==> config.mk <==
export PLATFORM = sky130hd
export DESIGN_NAME = team_06_sram_arbiter
export DESIGN_NICKNAME = d
export VERILOG_FILES = /design/src/rtl/team_06_sram_arbiter.sv
export SDC_FILE = /design/constraint.sdc
export NUM_CORES = 1
export LEC_CHECK = 0
export BUFFER_PORTS_ARGS = -buffer_cell sky130_fd_sc_hd__buf_2
export CORE_MARGIN = 2
export CORE_UTILIZATION = 45
export CTS_CLUSTER_SIZE = 24
export DETAILED_ROUTE_END_ITERATION = 10
export PLACE_DENSITY = 0.66
export SLEW_MARGIN = 40
export SYNTH_ARGS = -nofsm -noshare
export SYNTH_HDL_FRONTEND = slang
export SYNTH_SLANG_ARGS = --single-unit
==> constraint.sdc <==
create_clock -name clk -period 5.25 [get_ports clk]
set_input_delay 1.05 -clock clk [delete_from_list [all_inputs] [get_ports clk]]
set_output_delay 1.05 -clock clk [all_outputs]
set_load 0.05 [all_outputs]
==> src/rtl/team_06_sram_arbiter.sv <==
// team_06_sram_arbiter: round-robin arbiter sharing the Wishbone manager user port between two single-slot SRAM requesters; define TEAM_06_SRAM_ARB_TIMEOUT_EN to add the WAIT_DONE watchdog
module team_06_sram_arbiter #(
  parameter int START_WAIT = 4,
  parameter int TIMEOUT_CYCLES = 255
) (
  input  logic        clk,
  input  logic        rst,
  input  logic        req0_write,
  input  logic        req0_read,
  input  logic [31:0] req0_adr,
  input  logic [31:0] req0_wdat,
  input  logic [3:0]  req0_sel,
  output logic        req0_pending,
  output logic        req0_done,
  output logic [31:0] req0_rdat,
  output logic        req0_err,
  input  logic        req1_write,
  input  logic        req1_read,
  input  logic [31:0] req1_adr,
  input  logic [31:0] req1_wdat,
  input  logic [3:0]  req1_sel,
  output logic        req1_pending,
  output logic        req1_done,
  output logic [31:0] req1_rdat,
  output logic        req1_err,
  output logic [31:0] mgr_adr,
  output logic [31:0] mgr_wdat,
  output logic [3:0]  mgr_sel,
  output logic        mgr_write,
  output logic        mgr_read,
  input  logic [31:0] mgr_rdat,
  input  logic        mgr_busy
);
  typedef enum logic [2:0] {IDLE, ISSUE, WAIT_START, WAIT_DONE, DONE} state_t;
  state_t state;
  logic [1:0] wr, rd, acc, pend, op_w, done;
  logic [1:0][31:0] a_in, d_in, adr, wdat, rdat;
  logic [1:0][3:0] s_in, sel;
  logic gnt, nxt, last_grant, op;
  logic [31:0] sw;
  assign wr = {req1_write, req0_write};
  assign rd = {req1_read, req0_read};
  assign a_in = {req1_adr, req0_adr};
  assign d_in = {req1_wdat, req0_wdat};
  assign s_in = {req1_sel, req0_sel};
  assign nxt = &pend ? ~last_grant : pend[1];
  assign acc = (wr | rd) & (~pend | (state == DONE ? 2'b01 << gnt : 2'b00));
  assign {req1_pending, req0_pending} = pend;
  assign {req1_done, req0_done} = done;
  assign req0_rdat = rdat[0];
  assign req1_rdat = rdat[1];
`ifdef TEAM_06_SRAM_ARB_TIMEOUT_EN
  logic [1:0] err;
  logic [31:0] tcnt;
  assign {req1_err, req0_err} = err;
`else
  assign {req1_err, req0_err} = {2{TIMEOUT_CYCLES < 0}};
`endif
  always_ff @(posedge clk) begin
    if (rst) begin
      state <= IDLE;
      pend <= '0;
      op_w <= '0;
      done <= '0;
      adr <= '0;
      wdat <= '0;
      sel <= '0;
      rdat <= '0;
      gnt <= 1'b0;
      last_grant <= 1'b1;
      op <= 1'b0;
      sw <= '0;
      mgr_adr <= '0;
      mgr_wdat <= '0;
      mgr_sel <= '0;
      mgr_write <= 1'b0;
      mgr_read <= 1'b0;
`ifdef TEAM_06_SRAM_ARB_TIMEOUT_EN
      err <= '0;
      tcnt <= '0;
`endif
    end else begin
      done <= '0;
      mgr_write <= 1'b0;
      mgr_read <= 1'b0;
`ifdef TEAM_06_SRAM_ARB_TIMEOUT_EN
      err <= '0;
`endif
      case (state)
        IDLE: if (|pend) begin
          gnt <= nxt;
          last_grant <= nxt;
          op <= op_w[nxt];
          mgr_adr <= adr[nxt];
          mgr_wdat <= wdat[nxt];
          mgr_sel <= sel[nxt];
          mgr_write <= op_w[nxt];
          mgr_read <= ~op_w[nxt];
          sw <= '0;
`ifdef TEAM_06_SRAM_ARB_TIMEOUT_EN
          tcnt <= '0;
`endif
          state <= ISSUE;
        end
        ISSUE: state <= WAIT_START;
        WAIT_START: begin
`ifdef TEAM_06_SRAM_ARB_TIMEOUT_EN
          tcnt <= tcnt + 1;
`endif
          if (mgr_busy) state <= WAIT_DONE;
          else if (sw == 32'(START_WAIT - 1)) begin
            state <= DONE;
            done[gnt] <= 1'b1;
          end else sw <= sw + 1;
        end
        WAIT_DONE: begin
`ifdef TEAM_06_SRAM_ARB_TIMEOUT_EN
          tcnt <= tcnt + 1;
`endif
          if (!mgr_busy) begin
            state <= DONE;
            done[gnt] <= 1'b1;
            if (!op) rdat[gnt] <= mgr_rdat;
          end
`ifdef TEAM_06_SRAM_ARB_TIMEOUT_EN
          else if (tcnt >= 32'(TIMEOUT_CYCLES)) begin
            state <= DONE;
            done[gnt] <= 1'b1;
            err[gnt] <= 1'b1;
            rdat[gnt] <= '0;
          end
`endif
        end
        DONE: begin
          pend[gnt] <= 1'b0;
          mgr_adr <= '0;
          mgr_wdat <= '0;
          mgr_sel <= '0;
          state <= IDLE;
        end
        default: state <= IDLE;
      endcase
      for (int i = 0; i < 2; i++) if (acc[i]) begin
        pend[i] <= 1'b1;
        op_w[i] <= wr[i];
        adr[i] <= a_in[i];
        wdat[i] <= d_in[i];
        sel[i] <= s_in[i];
      end
    end
  end
endmodule

==> results.cfg <==
[worst_setup_path]
r2r_slack_ns = 2.29
crit_arrival_ns = 3.37
worstPathRequired_ns = 5.66
critPathMaxFanout = 42
reg2regPathDepth = 8
start_kind = flop
r2r-end = wdat[22]
end_kind = flop
r2r_start = state[2]
critPathKind = flop to flop

[worst_hold_path]
min_from = req1_rdat[1]
min_path_cells = 2
hold_class = flop to flop
holdPathEnd = req1_rdat[1]

[finish]
area_growth_pct = 23.50
nFillCells = 2522
final_core_util = 0.5689
drive_gt1_frac = 0.2261
final_nets = 1961

[clocking]
root_buffer = clkbuf_16
cts_resized = 0
path_clk_slew_ns = 0.06
cts_buffer_depth = 3
htree_levels = 2
cts_made_buffers = 35
cts_tree = yes
clock_sinks = 314
post_cts_buffers = 0
hold_buffers = 0
insertion_delay_ns = 0.51

[sta]
setup_ws_ns = 2.287
max_slew_margin = 0.4386
rsz0062_at_grt = no
worst_pin_slew_ns = 0.8421
hold_viol = 0
setup_viol = 0
fin_skew_ns = 0.01051
totalNegativeSetupSlack_ns = 0
fin_crit_sh = 0.5643
fin_crit_ns = 2.963
drv_slew = 0
fmax_ghz = 0.3375

[synth]
synth.yosys.seq_area_share = 0.5035
synthArstFlopShare = 0
synth_xor_area_frac = 0.002105
synthCells = 1539
synth_top_family_by_area = simple AND/OR/NAND/NOR gates
yosys_warnings = 0
synth_compound_area_frac = 0.1657
synth_mux_area_frac = 0.05693
synth-adder-area-share = 0.001002
ys.flop_type = dfxtp_1
synth-simple-area-share = 0.2241
syn_area_um2 = 12480
ys_types = 59
synth-edff-count = 0
avgSynthCellArea_um2 = 8.112
ys_seq_elements = 314

[power]
vdd_drop_max_mv = 0.2134
power.density_nw_per_um2 = 368.2
p_leak_nw = 6.456

[global_routing]
grt_overflow = 0
grt_start_max_net_pins = 100
track_usage = 0.2366
busiest_layer = met2
use_met3 = 0.06384
grt_pass1_vias = 11000
grt_pass1_wl_um = 55910
gr-usage-met1 = 0.2927
antenna_found_initial = 14
gr-usage-met2 = 0.3950

[drt]
vias = 11580
viasPerCell = 5.276
dr.pass1.iters = 5
drt_iter0_markers = 684
drt-total-wl_um = 35320
route.detailed.drc = 0
drtAntennaViolNets = 0
wl_per_cell_um = 16.10

[status]
outcome = finished, final reports clean

[place]
hpwl_um = 22560
gp_congestion = 0.8369
dp_slack_ns = 2.335
port_buffers = 312

[die]
dieWidth_um = 170.6
initial_core_util = 0.4607
die_h_um = 170.6
core_area_um2 = 27100
rows = 60
dieArea_um2 = 29090
io_pins = 315

[flow_run]
cap_violations = 0
[state kept, by name (all words and copies together), names as in the netlist]
name	flops
adr	64
mgr_adr	32
done	2
mgr_read	1
sw	32
mgr_write	1
wdat	64
gnt	1
op	1
mgr_wdat	32
mgr_sel	4
pend	2
last_grant	1
op_w	2
state	3
req1_rdat	32
sel	8
req0_rdat	32
[worst max-delay path by stage]
| stage | slack [ns] | from | endpoint | cells past startpoint |
|---|---|---|---|---|
| 3_5_place_dp | 2.34 | state[2] | adr[24] | 8 |
| 5_1_grt | 2.12 | state[2] | wdat[22] | 8 |
| 4_1_cts | 2.27 | state[2] | wdat[22] | 8 |
| 2_1_floorplan | 3.00 | mgr_busy | sw[13] | 5 |
| 6_report | 2.29 | state[2] | wdat[22] | 8 |
| 3_3_place_gp | 2.21 | state[2] | adr[19] | 5 |
[stage by stage]
step	hold slack, ns	cell area, um^2	power [mW]	std cells
4_1_cts	0.4516	15380	5.730	2181
3_3_place_gp	0.4281	14100	3.283	2113
6_report	0.4498	15420	5.677	2194
3_5_place_dp	0.4402	14250	3.316	2120
2_1_floorplan	0.4176	12490	3.084	1540
5_1_grt	0.4649	15400	5.904	2188
[cells in the mapped netlist (8+ instances only)]
library cell | number | area [um^2]
dfxtp_1 | 314 | 6286
and3_1 | 9 | 56.30
nand2_1 | 426 | 1599
buf_2 | 31 | 155.2
nand4_1 | 16 | 100.1
buf_6 | 8 | 90.09
a31oi_1 | 81 | 506.7
nor4_1 | 11 | 68.82
nor2_1 | 157 | 589.3
nand3_1 | 17 | 85.08
a21oi_1 | 217 | 1086
clkbuf_1 | 77 | 289.0
mux2i_1 | 71 | 710.7
[area by class of cell]
type                       count  area, um^2  share of cell area
sequential                   314        6286              0.4077
multi-input combinational   1101        5684              0.3687
timing repair buffer         328        1800              0.1168
clock buffer                  48       984.7             0.06386
tap                          372       465.4             0.03019
clock inverter                13       146.4            0.009494
antenna                       13       32.53            0.002110
inverter                       5       18.77            0.001217
[per-layer routing]
layer / up-vias / share of wire
met5: - / 0.00068
li1: 5736 / -
met3: 73 / 0.072
met1: 5411 / 0.42
met2: 352 / 0.47
met4: 4 / 0.030
[power breakdown]
group	total, mW	switching, mW	internal (mW)
clock	2.41	0.953	1.46
sequential	2.55	0.0618	2.49
combinational	0.712	0.485	0.227
total	5.68	1.50	4.18
[cells by family after synthesis]
logic type	Yosys count
buf+inv	125
xor+xnor	3
flops	314
simple gates	671
compound gates	353
mux	71
other cells	1
fa+ha+maj	1
[layout by cell type (no fill, tap or decap), types with 4 or more instances in the layout]
cell type	Yosys	final
a211o_1	4	4
a21o_1	5	5
a21oi_1	217	217
a31oi_1	81	81
and2_1	5	5
and3_1	9	9
buf_12	0	6
buf_2	31	311
buf_4	3	5
buf_6	8	4
clkbuf_1	77	7
clkbuf_16	0	35
clkbuf_8	0	7
clkinv_2	0	8
dfxtp_1	314	314
diode_2	0	13
inv_1	5	5
mux2i_1	71	71
nand2_1	426	424
nand3_1	17	17
nand4_1	16	16
nor2_1	157	157
nor3_1	6	6
nor4_1	11	10
o21ai_0	5	5
o21ai_4	2	4
[critical path, stage by stage (launching register included)]
cell and delay, ns:
dfxtp_1 0.66, or3b_4 0.57, buf_12 0.22, buf_12 0.18, o21ai_4 0.23, o21a_4 0.43, buf_12 0.29, nand2_1 0.09
a21oi_1 0.16
No activity file was read; power rests on OpenSTA's default activity.
